File: src/rtl/tca_pkg.sv
// tca_pkg: definitions shared across the time-correlation analyser.
//   - Command codes for the cmd port.
//   - Default histogram address width. The histogram memory uses the same value.
//   - Encoding of the binner FSM states.
package tca_pkg;

  localparam logic [1:0] CMD_NOP   = 2'b00;
  localparam logic [1:0] CMD_CLEAR = 2'b01;
  localparam logic [1:0] CMD_RUN   = 2'b10;

  localparam int TCA_ADDR_WIDTH = 7;

  typedef enum logic [1:0] {
    ST_IDLE   = 2'b00,
    ST_ARMED  = 2'b01,
    ST_WINDOW = 2'b10
  } tca_state_e;

endpackage

File: src/rtl/sync_edge_detect.sv
// sync_edge_detect: brings an asynchronous pulse into the clk domain through a
// 2-FF synchroniser, then turns each rising edge into a registered one-cycle
// pulse. The pulse appears 3 cycles after the input rises.
//   clk      in  system clock
//   rst_n    in  asynchronous active-low reset
//   async_in in  asynchronous input; only its rising edge is significant
//   pulse    out one-cycle rising-edge pulse, registered
module sync_edge_detect (
  input  logic clk,
  input  logic rst_n,
  input  logic async_in,
  output logic pulse
);

  logic meta_p0;
  logic sync_p1;
  logic sync_p2;

  always_ff @(posedge clk or negedge rst_n) begin
    if (!rst_n) begin
      meta_p0 <= 1'b0;
      sync_p1 <= 1'b0;
      sync_p2 <= 1'b0;
      pulse   <= 1'b0;
    end else begin
      // stage p0: first synchroniser flop, may go metastable
      meta_p0 <= async_in;
      // stage p1: second synchroniser flop
      sync_p1 <= meta_p0;
      // stage p2: delayed copy of the synchronised input, used for edge detection
      sync_p2 <= sync_p1;
      pulse   <= sync_p1 & ~sync_p2;
    end
  end

endmodule

File: src/rtl/photon_delay_binner.sv
// photon_delay_binner: measures the delay, in clock cycles, from the most
// recent start pulse to each photon pulse. The delay is quantised into
// 2^ADDR_WIDTH bins, and each bin index is queued in a small FIFO for the
// histogram memory.
//   clk          in  system clock
//   rst_n        in  asynchronous active-low reset
//   cmd          in  00 nop, 01 stop/clear, 10 run, 11 nop
//   start_in     in  asynchronous start pulse (rising edge)
//   photon_in    in  asynchronous SPAD pulse (rising edge)
//   bin_addr     out head-of-FIFO bin index
//   bin_valid    out FIFO non-empty
//   bin_ready    in  consumer takes the head entry this cycle
//   busy         out FSM not in IDLE
//   overflow_cnt out photons dropped on a full FIFO (saturating)
module photon_delay_binner
  import tca_pkg::*;
#(
  parameter int ADDR_WIDTH = TCA_ADDR_WIDTH,
  parameter int BIN_SHIFT  = 2,
  parameter int FIFO_DEPTH = 4,
  parameter int DEAD_TIME  = 8
) (
  input  logic                  clk,
  input  logic                  rst_n,
  input  logic [1:0]            cmd,
  input  logic                  start_in,
  input  logic                  photon_in,
  output logic [ADDR_WIDTH-1:0] bin_addr,
  output logic                  bin_valid,
  input  logic                  bin_ready,
  output logic                  busy,
  output logic [15:0]           overflow_cnt
);

  localparam int CNT_W  = ADDR_WIDTH + BIN_SHIFT;
  localparam int PTR_W  = (FIFO_DEPTH > 1) ? $clog2(FIFO_DEPTH) : 1;
  localparam int FCNT_W = $clog2(FIFO_DEPTH + 1);
  localparam int DEAD_W = (DEAD_TIME > 0) ? $clog2(DEAD_TIME + 1) : 1;

  function automatic logic [15:0] sat_inc16(input logic [15:0] v);
    return (v == 16'hFFFF) ? v : v + 16'd1;
  endfunction

  logic start_pulse;
  logic photon_pulse;

  sync_edge_detect u_start_sync (
    .clk      (clk),
    .rst_n    (rst_n),
    .async_in (start_in),
    .pulse    (start_pulse)
  );

  sync_edge_detect u_photon_sync (
    .clk      (clk),
    .rst_n    (rst_n),
    .async_in (photon_in),
    .pulse    (photon_pulse)
  );

  tca_state_e              state;
  logic [CNT_W-1:0]        delay_cnt;
  logic [DEAD_W-1:0]       dead_cnt;
  logic                    clear;
  logic                    run;
  logic                    accept;
  logic [ADDR_WIDTH-1:0]   push_bin;

  assign clear = (cmd == CMD_CLEAR);
  assign run   = (cmd == CMD_RUN);

  // The photon is binned with the counter value it sees this cycle. On a
  // same-cycle start, that is the pre-restart value. On the terminal cycle,
  // that is the last bin.
  assign accept   = (state == ST_WINDOW) && photon_pulse && (dead_cnt == '0) && !clear;
  assign push_bin = delay_cnt[CNT_W-1:BIN_SHIFT];

  always_ff @(posedge clk or negedge rst_n) begin
    if (!rst_n) begin
      state     <= ST_IDLE;
      busy      <= 1'b0;
      delay_cnt <= '0;
    end else if (clear) begin
      state <= ST_IDLE;
      busy  <= 1'b0;
    end else begin
      case (state)
        ST_IDLE: begin
          if (run) begin
            state <= ST_ARMED;
            busy  <= 1'b1;
          end
        end
        ST_ARMED: begin
          if (start_pulse) begin
            delay_cnt <= '0;
            state     <= ST_WINDOW;
          end
        end
        ST_WINDOW: begin
          if (start_pulse) begin
            delay_cnt <= '0;
          end else if (delay_cnt == '1) begin
            state <= ST_ARMED;
          end else begin
            delay_cnt <= delay_cnt + CNT_W'(1);
          end
        end
        default: begin
          state <= ST_IDLE;
          busy  <= 1'b0;
        end
      endcase
    end
  end

  // Dead time is independent of the FSM, so it carries across restarts and
  // window boundaries.
  always_ff @(posedge clk or negedge rst_n) begin
    if (!rst_n) begin
      dead_cnt <= '0;
    end else if (clear) begin
      dead_cnt <= '0;
    end else if (accept) begin
      dead_cnt <= DEAD_W'(DEAD_TIME);
    end else if (dead_cnt != '0) begin
      dead_cnt <= dead_cnt - DEAD_W'(1);
    end
  end

  logic [ADDR_WIDTH-1:0] mem [FIFO_DEPTH];
  logic [PTR_W-1:0]      wr_ptr;
  logic [PTR_W-1:0]      rd_ptr;
  logic [FCNT_W-1:0]     fifo_count;
  logic                  pop;
  logic                  full;
  logic                  push_ok;
  logic                  drop;
  logic [PTR_W-1:0]      wr_ptr_n;
  logic [PTR_W-1:0]      rd_ptr_n;
  logic [FCNT_W-1:0]     count_n;
  logic [ADDR_WIDTH-1:0] head_n;

  assign pop     = bin_valid && bin_ready;
  assign full    = (fifo_count == FCNT_W'(FIFO_DEPTH));
  assign push_ok = accept && (!full || pop);
  assign drop    = accept && full && !pop;

  // The next head is computed ahead of time, so bin_addr/bin_valid can be
  // registered. A push into a FIFO that will be empty after this cycle's pop
  // becomes the head directly.
  always_comb begin
    wr_ptr_n = wr_ptr + PTR_W'(push_ok);
    rd_ptr_n = rd_ptr + PTR_W'(pop);
    count_n  = fifo_count + FCNT_W'(push_ok) - FCNT_W'(pop);
    head_n   = '0;
    if (count_n != '0) begin
      if (push_ok && (wr_ptr == rd_ptr_n)) begin
        head_n = push_bin;
      end else begin
        head_n = mem[rd_ptr_n];
      end
    end
  end

  always_ff @(posedge clk) begin
    if (push_ok) begin
      mem[wr_ptr] <= push_bin;
    end
  end

  always_ff @(posedge clk or negedge rst_n) begin
    if (!rst_n) begin
      wr_ptr       <= '0;
      rd_ptr       <= '0;
      fifo_count   <= '0;
      bin_valid    <= 1'b0;
      bin_addr     <= '0;
      overflow_cnt <= '0;
    end else if (clear) begin
      wr_ptr       <= '0;
      rd_ptr       <= '0;
      fifo_count   <= '0;
      bin_valid    <= 1'b0;
      bin_addr     <= '0;
      overflow_cnt <= '0;
    end else begin
      wr_ptr     <= wr_ptr_n;
      rd_ptr     <= rd_ptr_n;
      fifo_count <= count_n;
      bin_valid  <= (count_n != '0);
      bin_addr   <= head_n;
      if (drop) begin
        overflow_cnt <= sat_inc16(overflow_cnt);
      end
    end
  end

endmodule

File: config.mk
export PLATFORM = sky130hd
export DESIGN_NAME = photon_delay_binner
export DESIGN_NICKNAME = d
export VERILOG_FILES = /design/src/rtl/tca_pkg.sv /design/src/rtl/sync_edge_detect.sv /design/src/rtl/photon_delay_binner.sv
export SDC_FILE = /design/constraint.sdc
export NUM_CORES = 1
export LEC_CHECK = 0
export ABC_AREA = 1
export CAP_MARGIN = 20
export CORE_AREA = 2 2 104 106
export DETAILED_ROUTE_END_ITERATION = 7
export DIE_AREA = 0 0 106 108
export PLACE_DENSITY = 0.55
export SLEW_MARGIN = 30
export SYNTH_ARGS = -nofsm -noshare
export SYNTH_HDL_FRONTEND = slang
export SYNTH_SLANG_ARGS = --single-unit
File: constraint.sdc
create_clock -name clk -period 3 [get_ports clk]
set_clock_uncertainty 0.2 [all_clocks]
set_input_delay 0.6 -clock clk [delete_from_list [all_inputs] [get_ports clk]]
set_output_delay 0.6 -clock clk [all_outputs]
set_load 0.03 [all_outputs]
Yosys cells after proc, flatten, opt, wreduce, memory -nomap -nowiden
Memories as Yosys holds them, arrays and structs flattened.
Index checks and enable logic that the tools add are counted.
- input port bits: 7
- RAM bits: 28
- output and inout bits: 25
- memories kept: 1
- register bits after elaboration: 55
- word-level logic and storage cells: 99
- bitwise operators: 5
- eq/ne operators: 16
- reductions and logical operators: 24
- multiplexer cells: 28
- add/subtract/negate cells: 7
- memory list (memory ; words ; width ; rd ports ; clocked after Yosys merged registers in ; wr ports ; line ; text):
    mem ; 4 ; 7 ; 1 ; 0 ; 1 ; photon_delay_binner.sv:131 ; logic [ADDR_WIDTH-1:0] mem [FIFO_DEPTH];
- operators by type and width (operator ; number):
    $mux 16 ; 3
    $mux 9 ; 3
    $mux 7 ; 3
    $pmux 9 s2 ; 1
    $add 16x1->16 const B ; 1
    $eq 16x16->1 const B ; 1
    $mux 2 ; 7
    $mux 4 ; 3
    $add 9x1->9 const B ; 1
    $eq 9x9->1 const B ; 1
    $ne 3x2->1 const B ; 3
    $logic_and 1x1->1 ; 8
    $reduce_and 4->1 ; 2
    $ne 3x3->1 const B ; 2
    $pmux 2 s3 ; 1
    $reduce_bool 3->1 ; 2
    $mux 1 ; 5
    $add 2x1->2 ; 2
    $eq 2x1->1 const B ; 2
    $eq 2x2->1 const B ; 2
    $logic_not 4->1 ; 1
    $ne 2x1->1 const B ; 2
    $reduce_and 2->1 ; 2
    $reduce_bool 2->1 ; 2
    15 further kinds ; 20

Depth between registers and ports, before layout
Gate-level depths: netlist (run 1).
- depth after elaboration: 10
- mapped depth: 16
- depth with buffers taken out: 16

Cells and area by module
From an unflattened synthesis (run 1), not the netlist that was laid out.
- cells, all modules: 457
- area, all modules: 4214.0 µm²
- by module, submodules not included (module ; times used ; cells an instance ; area an instance (µm²) ; sequential area each (µm²)):
    photon_delay_binner ; 1 ; 445 ; 3993.8 ; 2016.9
    sync_edge_detect ; 2 ; 6 ; 110.1 ; 100.1

Worst setup path before layout (run 1)
OpenSTA, ideal clock, no wires.
- kind: input port to flip-flop
- from: in cmd[1]
- to: reg bin_addr[0]
- buffers on the path: 0
- slack: 0.125 ns
- arrival time: 2.558 ns
- cell stages on the path: 14
- data required time: 2.683 ns
- setup time: 0.117 ns
- path through: inv_1 -> ha_1 -> clkinv_1 -> nand3_1 -> ha_1 -> inv_1 -> ha_1 -> fa_1 -> nor2_1 -> nand3_1 -> nand2_1 -> clkinv_1 -> nand2_1 -> nor2_1
- longest elaborated chain between the ends: 9
- elaborated cells on any way between the ends: 11
- those cells by class: add/sub (2); eq/ne (1); mux (3); reduce/logical (5)
- RTL lines (item ; line ; text):
    start, declared ; photon_delay_binner.sv:25 ; input logic [1:0] cmd,
    $eq 2x1->1 * ; photon_delay_binner.sv:69 ; assign clear = (cmd == CMD_CLEAR);
    $logic_not 1->1 ; photon_delay_binner.sv:75 ; assign accept = (state == ST_WINDOW) && photon_pulse && (dead_cnt == '0) && !clear;
    $logic_and 1x1->1 ; photon_delay_binner.sv:75 ;
    $logic_and 1x1->1 ; photon_delay_binner.sv:146 ; assign push_ok = accept && (!full || pop);
    $add 3x1->3 ; photon_delay_binner.sv:155 ; count_n = fifo_count + FCNT_W'(push_ok) - FCNT_W'(pop);
    $sub 3x1->3 ; photon_delay_binner.sv:155 ;
    $reduce_bool 3->1 ; photon_delay_binner.sv:157 ; if (count_n != '0) begin
    $mux 7 ; photon_delay_binner.sv:157 ;
    $mux 7 * ; photon_delay_binner.sv:180 ; end else if (clear) begin
    end signal, assigned ; photon_delay_binner.sv:192 ; bin_addr <= head_n;
    end, declared ; photon_delay_binner.sv:28 ; output logic [ADDR_WIDTH-1:0] bin_addr,
Every way passes the cells marked *; elsewhere a longest branch is shown, timed or not.
A chain may end at the register's enable or synchronous reset.

Final worst setup path (run 1)
- from: in cmd[1]
- to: reg bin_addr[2]
The elaborated chain is that of the path after synthesis.

==> results of run 1 <==
-- sequential cells by signal, summed over array words and instances (netlist names), 2 cells and up --
name and count:
fifo_count 3, rd_ptr 2, state 2, mem 28, wr_ptr 2, dead_cnt 4
overflow_cnt 16, bin_addr 7, delay_cnt 9
-- per-stage QoR --
stage	std cells	area, µm²	TNS (ns)	hold WS [ns]	power, mW
final	645	4880	0	0.164	3.70
after global placement	628	4620	-2.67	0.140	2.84
after detailed placement	628	4620	-3.31	0.146	2.87
after CTS	644	4830	0	0.167	3.72
after global routing	645	4880	-0.00394	0.187	4.00
after floorplan	450	4040	0	0.104	2.40
-- repair_timing --
action | CTS | global route
setup endpoints to repair | 7 | 7
gates resized for setup | 1 | 10
setup buffers | 0 | 1
pin swaps | 0 | 2
endpoints found under the hold margin | 0 | 0
-- critical path, delay by kind of cell --
kind	cells	cell delay [ns]
adder cells (fa/ha/maj)	4	1.18
AND/OR/NAND/NOR	6	0.44
buffers and inverters	5	0.73
-- layout by cell type, fill, tap and decap left out, drive strengths merged, types with 9 or more instances in the layout --
cell / count
edfxtp: 28
nor2: 59
or2: 9
inv: 61
nand2: 105
clkbuf: 9
clkdlybuf4s50: 30
dfrtp: 55
o21ai: 31
a21oi: 10
buf: 22
nand3: 31
ha: 13
-- final cells by class --
type | instances | share of cell area, %
timing repair buffer | 52 | 9.75
clock inverter | 7 | 1.69
tap | 136 | 3.49
inverter | 58 | 4.52
multi-input combinational | 300 | 32.5
clock buffer | 9 | 2.54
sequential | 83 | 45.5
-- where the power goes --
group	internal [mW]	switching (mW)
Sequential	1.32	0.118
Clock	0.397	0.432
Combinational	0.603	0.828
Total	2.33	1.38
-- kinds of logic (layout without fill, tap and decap cells) --
| logic type | count (synthesis) | in the layout | synth area share, % |
|---|---|---|---|
| mux | 7 | 7 | 1.73 |
| compound gates | 54 | 54 | 7.37 |
| buf+inv | 67 | 126 | 6.75 |
| fa+ha+maj | 14 | 14 | 4.52 |
| simple gates | 215 | 215 | 22.6 |
| xor+xnor | 10 | 10 | 2.17 |
| flops | 83 | 83 | 54.9 |
-- routing by layer --
layer / routed length [µm] / part of all wire (%) / GRT usage (%)
met1: 4260 / 50 / 23.4
met2: 3880 / 45 / 25.0
met5: 0 / 0 / 0
met4: 118 / 1.4 / 5.36
met3: 317 / 3.7 / 3.68
-- worst max path at each step --
stage                     startpoint     endpoint  slack, ns  cells after the start
final                         cmd[1]  bin_addr[2]       0.14                     15
after global routing          cmd[1]  bin_addr[2]     -0.004                     15
after CTS                     cmd[1]  bin_addr[2]       0.06                     15
after detailed placement      cmd[1]  bin_addr[2]      -0.43                     15
after global placement        cmd[1]  bin_addr[4]      -0.35                     15
after floorplan               cmd[1]  bin_addr[0]       0.12                     14
==> flow_summary.ini, run 1 <==
[placed_design]
detailedPlace.worstSlack_ns = -0.434
place.gp.congestion = 0.821
hpwl_um = 5980
port_buffers = 31

[pwr]
worst_vdd_rail_ir_drop_v = 0.000344
pwr_density_cell_mw_per_mm2 = 760
p_leak_nw = 2.13

[timing]
final.period_utilization_pct = 95.2
final_hold_viol_count = 0
worst_pin_slew_ns = 0.703
max-slew-margin-rel_pct = 53.1
finalSetupViolCount = 0
postLayoutSetupSlackWorst_ns = 0.145
period_needed_ns = 2.86
slew_violations = 0
max_clock_freq_mhz = 350

[clocking]
clock_sink_count = 83
clk_pin_slew_worst_paths_ns = 0.08
tritoncts = done
postCtsHoldBufs = 0
cts-buffers-inserted = 9
htree_num_levels = 3
clockBufferDepth = 2
worst_skew_pair.late_latency_ns = 0.36
root_buffer_selected_by_cts = sky130_fd_sc_hd__clkbuf_8

[setup_path]
ff2ff_path_depth = 15
regToRegStartpoint = state[0]
crit_chain = clkdlybuf4s50_1, inv_1, ha_2, inv_2, nand3_4, ha_4, inv_1, ha_1, fa_1, nor2_1, nand3_1, nand2_1, inv_4, nand2_1, nor2_1
rr_endpoint = bin_addr[2]
crit_slowest_cell = sky130_fd_sc_hd__fa_1
cp.arrival_ns = 2.95
critical_path_class = input pin to register
worst_setup_path_end_kind = register
cpPeakStageDelay_ns = 0.54
r2r_setup_slack_ns = 0.21
top_fanout_value_on_the_critical_path = 8
setup.worst_path.start_class = input pin
cp_data_required_time_ns = 3.09

[logic_synthesis]
number_of_flip_flops_and_latches_in_the_synthesized_netlist = 83
synthesis.instances = 450
avgSynthCellArea_um2 = 8.98
netlist_top_cells_area = sky130_fd_sc_hd__dfrtp_1, sky130_fd_sc_hd__edfxtp_1, sky130_fd_sc_hd__nand2_1
synth_top_area_share_pct = 34.1
mappedNetlistArea_mm2 = 0.00404
netlist-cell-type-count = 29
synth_nets = 471
synth.yosys.seq_area_share_pct = 54.9
cell_taking_the_most_area_after_synthesis = sky130_fd_sc_hd__dfrtp_1
synth.cells.most_frequent = sky130_fd_sc_hd__nand2_1, sky130_fd_sc_hd__nor2_1, sky130_fd_sc_hd__inv_1
yosysWarnings = 0
yosys_most_used_dff = sky130_fd_sc_hd__dfrtp_1
number_of_synthesized_flops_with_an_enable_pin = 28
async_reset_ff_share_pct = 66.3
post-synth-top-count-cell = sky130_fd_sc_hd__nand2_1

[global_routing]
wire_length_of_the_first_global_routing_pass_um = 14600
grt_use_total_pct = 16.4
total_congestion_overflow_after_global_routing = 0
grt_start_max_net_pins = 56
number_of_antenna_violations_at_the_first_check_in_global_routing = 0
first_global_vias = 3001

[detailed_routing]
postRouteWirelength_um = 8580
post_drt_wl_per_cell_um = 13.3
drc_errors = 0
drtPass1Iterations = 4
route.vias.total = 3091
viasPerCell = 4.79
dr.first_iter.drc_count = 145
ant_nets = 0

[layout]
flow.area_growth_from_synthesis_pct = 20.7
regArea_mm2 = 0.00222
final_layout_net_count = 525
multi_input_comb_area_mm2 = 0.00159
antenna_cells_inserted = 0
fin_util_pct = 47.7
drive_gt1_share_pct = 11.6
fillcell_total = 990

[floorplan]
floorplan.rows = 37
die_x_um = 106
initial_utilization_pct = 39.5
die_height_um = 108
floorplan.core_area_mm2 = 0.0102
pin_count = 32
dieArea_mm2 = 0.0114

[job]
cap_viol_max_count = 0

[min_path]
hold_path_end = u_photon_sync.sync_p1
timing.hold.worst.class = register to register
min_from = u_photon_sync.meta_p0
worst_hold_path.num_cells = 0

[run_status]
run_status = finished, final reports clean
(Power assumes the default switching activity.)
==> inputs of run 2 (changes only) <==
- CTS_BUF_LIST: default -> sky130_fd_sc_hd__clkbuf_8
==> results of run 2 <==
The final DEF is identical to that of run 1; final timing and power are the same.
==> inputs of run 3 (changes only) <==
- SETUP_SLACK_MARGIN: default -> 0.5
==> flow_summary.ini, run 3 (synthesis gave the netlist of run 1 again) <==
[run_status]
run_status = finished, final reports clean

[detailed_routing]
drc_errors = 0
post_drt_wl_per_cell_um = 13.3
ant_nets = 0
postRouteWirelength_um = 8660
dr.first_iter.drc_count = 154
drtPass1Iterations = 4
route.vias.total = 3087
viasPerCell = 4.76

[setup_path]
cp.arrival_ns = 2.63
critical_path_class = register to register
cp_data_required_time_ns = 3.05
top_fanout_value_on_the_critical_path = 8
worst_setup_path_end_kind = register
cp-endpoint = bin_addr[2]
r2r_setup_slack_ns = 0.42
ff2ff_path_depth = 15
regToRegStartpoint = state[0]
setup.worst_path.start_class = register
rr_endpoint = bin_addr[2]
setup.worst_path.start = state[0]

[floorplan]
initial_utilization_pct = 39.5
die_height_um = 108
floorplan.rows = 37
die_x_um = 106
pin_count = 32
floorplan.core_area_mm2 = 0.0102
dieArea_mm2 = 0.0114

[layout]
finalNonFillerCells = 649
biggestRegsByFlops = mem: 28 flops, overflow_cnt: 16 flops, delay_cnt: 9 flops
top_library_cells_by_usage_in_the_layout_fill_and_taps_aside = sky130_fd_sc_hd__nand2_1, sky130_fd_sc_hd__nor2_1, sky130_fd_sc_hd__dfrtp_1, sky130_fd_sc_hd__inv_1, sky130_fd_sc_hd__o21ai_0
fin_util_pct = 48.7
drive_gt1_share_pct = 14.0
layout_commonest_cell = sky130_fd_sc_hd__nand2_1
flip_flop_count_of_the_largest_register_after_layout = 28
flow.area_growth_from_synthesis_pct = 23.4
final_layout_net_count = 529
max_flop_register = mem
antenna_cells_inserted = 0
fillcell_total = 983

[job]
cap_viol_max_count = 0

[placed_design]
place.gp.congestion = 0.803
dp_cells = 626
port_buffers = 31
hpwl_um = 6090

[timing]
max_clock_freq_mhz = 388
slew_violations = 0
period_needed_ns = 2.58
worst_pin_slew_ns = 0.660
finalSetupViolCount = 0
final_hold_viol_count = 0
max-slew-margin-rel_pct = 56.0
grt_setup_unrepaired = yes
final.period_utilization_pct = 85.9

[clocking]
clk_pin_slew_worst_paths_ns = 0.08
worst_skew_pair.late_latency_ns = 0.35
cts-buffers-inserted = 9
root_buffer_selected_by_cts = sky130_fd_sc_hd__clkbuf_8
htree_num_levels = 3
clockBufferDepth = 2
clock_sink_count = 83
postCtsHoldBufs = 0
tritoncts = done

[global_routing]
wire_length_of_the_first_global_routing_pass_um = 14700
total_congestion_overflow_after_global_routing = 0
grt_start_max_net_pins = 29
first_global_vias = 3052
number_of_antenna_violations_at_the_first_check_in_global_routing = 0
grt_use_total_pct = 16.5

[min_path]
timing.hold.worst.class = input pin to asynchronous set/reset pin

[pwr]
pwr_density_cell_mw_per_mm2 = 764
p_leak_nw = 2.18
worst_vdd_rail_ir_drop_v = 0.000435
run 3: report_power, final:
part	switching, mW	internal [mW]
combinational	0.860	0.653
sequential	0.124	1.33
clock	0.409	0.433
total	1.39	2.41
run 3: final cells by class:
type	instances	area (µm²)	share of cell area [%]
Clock inverter	5	60.1	1.21
Clock buffer	11	151	3.04
Tap cell	136	170	3.42
Multi-Input combinational cell	300	1660	33.2
Inverter	58	225	4.52
Timing Repair Buffer	56	502	10.1
Sequential cell	83	2220	44.5
run 3: worst min path at each step:
stage / cells after the start / startpoint / slack [ns] / endpoint
6_report: 1 / rst_n / 0.07 / overflow_cnt[11]
3_5_place_dp: 0 / u_photon_sync.meta_p0 / 0.14 / u_photon_sync.sync_p1
3_3_place_gp: 0 / u_photon_sync.meta_p0 / 0.14 / u_photon_sync.sync_p1
5_1_grt: 1 / rst_n / 0.11 / overflow_cnt[6]
2_1_floorplan: 0 / rst_n / 0.10 / bin_addr[0]
4_1_cts: 1 / rst_n / 0.09 / overflow_cnt[11]
run 3: timing repair:
item,in CTS,in global routing
setup buffers,5,2
resized for setup,13,2
setup endpoints to repair,8,8
pin swaps,12,0
run 3: per-stage QoR:
step	instance area (µm²)	power, mW	hold WS, ns	setup WS, ns	TNS (ns)
after global placement	4680	2.86	0.135	-0.123	-0.884
after CTS	4960	3.83	0.0894	0.344	0
after global routing	4980	4.09	0.114	0.246	0
after floorplan	4110	2.43	0.104	0.413	0
final	4980	3.81	0.0687	0.423	0
after detailed placement	4680	2.88	0.138	-0.165	-1.16
run 3: layer usage:
metal	share of wire, %	track usage [%]	vias to the layer above	wire length, µm
met2	46	26.3	58	4010
met3	3.2	2.53	6	276
met5	0	0	-	0
met1	49	22.5	1451	4270
li1	-	-	1572	-
met4	1.3	7.33	0	112
run 3: critical path, stage by stage, from the launching register on:
cell and delay [ns]:
sky130_fd_sc_hd__dfrtp_1 0.40, sky130_fd_sc_hd__inv_2 0.09, sky130_fd_sc_hd__ha_4 0.15, sky130_fd_sc_hd__nand2_4 0.07
sky130_fd_sc_hd__nor2_4 0.13, sky130_fd_sc_hd__nand3_4 0.09, sky130_fd_sc_hd__ha_4 0.27, sky130_fd_sc_hd__inv_2 0.03
sky130_fd_sc_hd__ha_4 0.14, sky130_fd_sc_hd__fa_1 0.45, sky130_fd_sc_hd__nor2_1 0.12, sky130_fd_sc_hd__nand3_1 0.08
sky130_fd_sc_hd__nand2_2 0.09, sky130_fd_sc_hd__inv_4 0.05, sky130_fd_sc_hd__nand2_1 0.06, sky130_fd_sc_hd__nor2_1 0.04
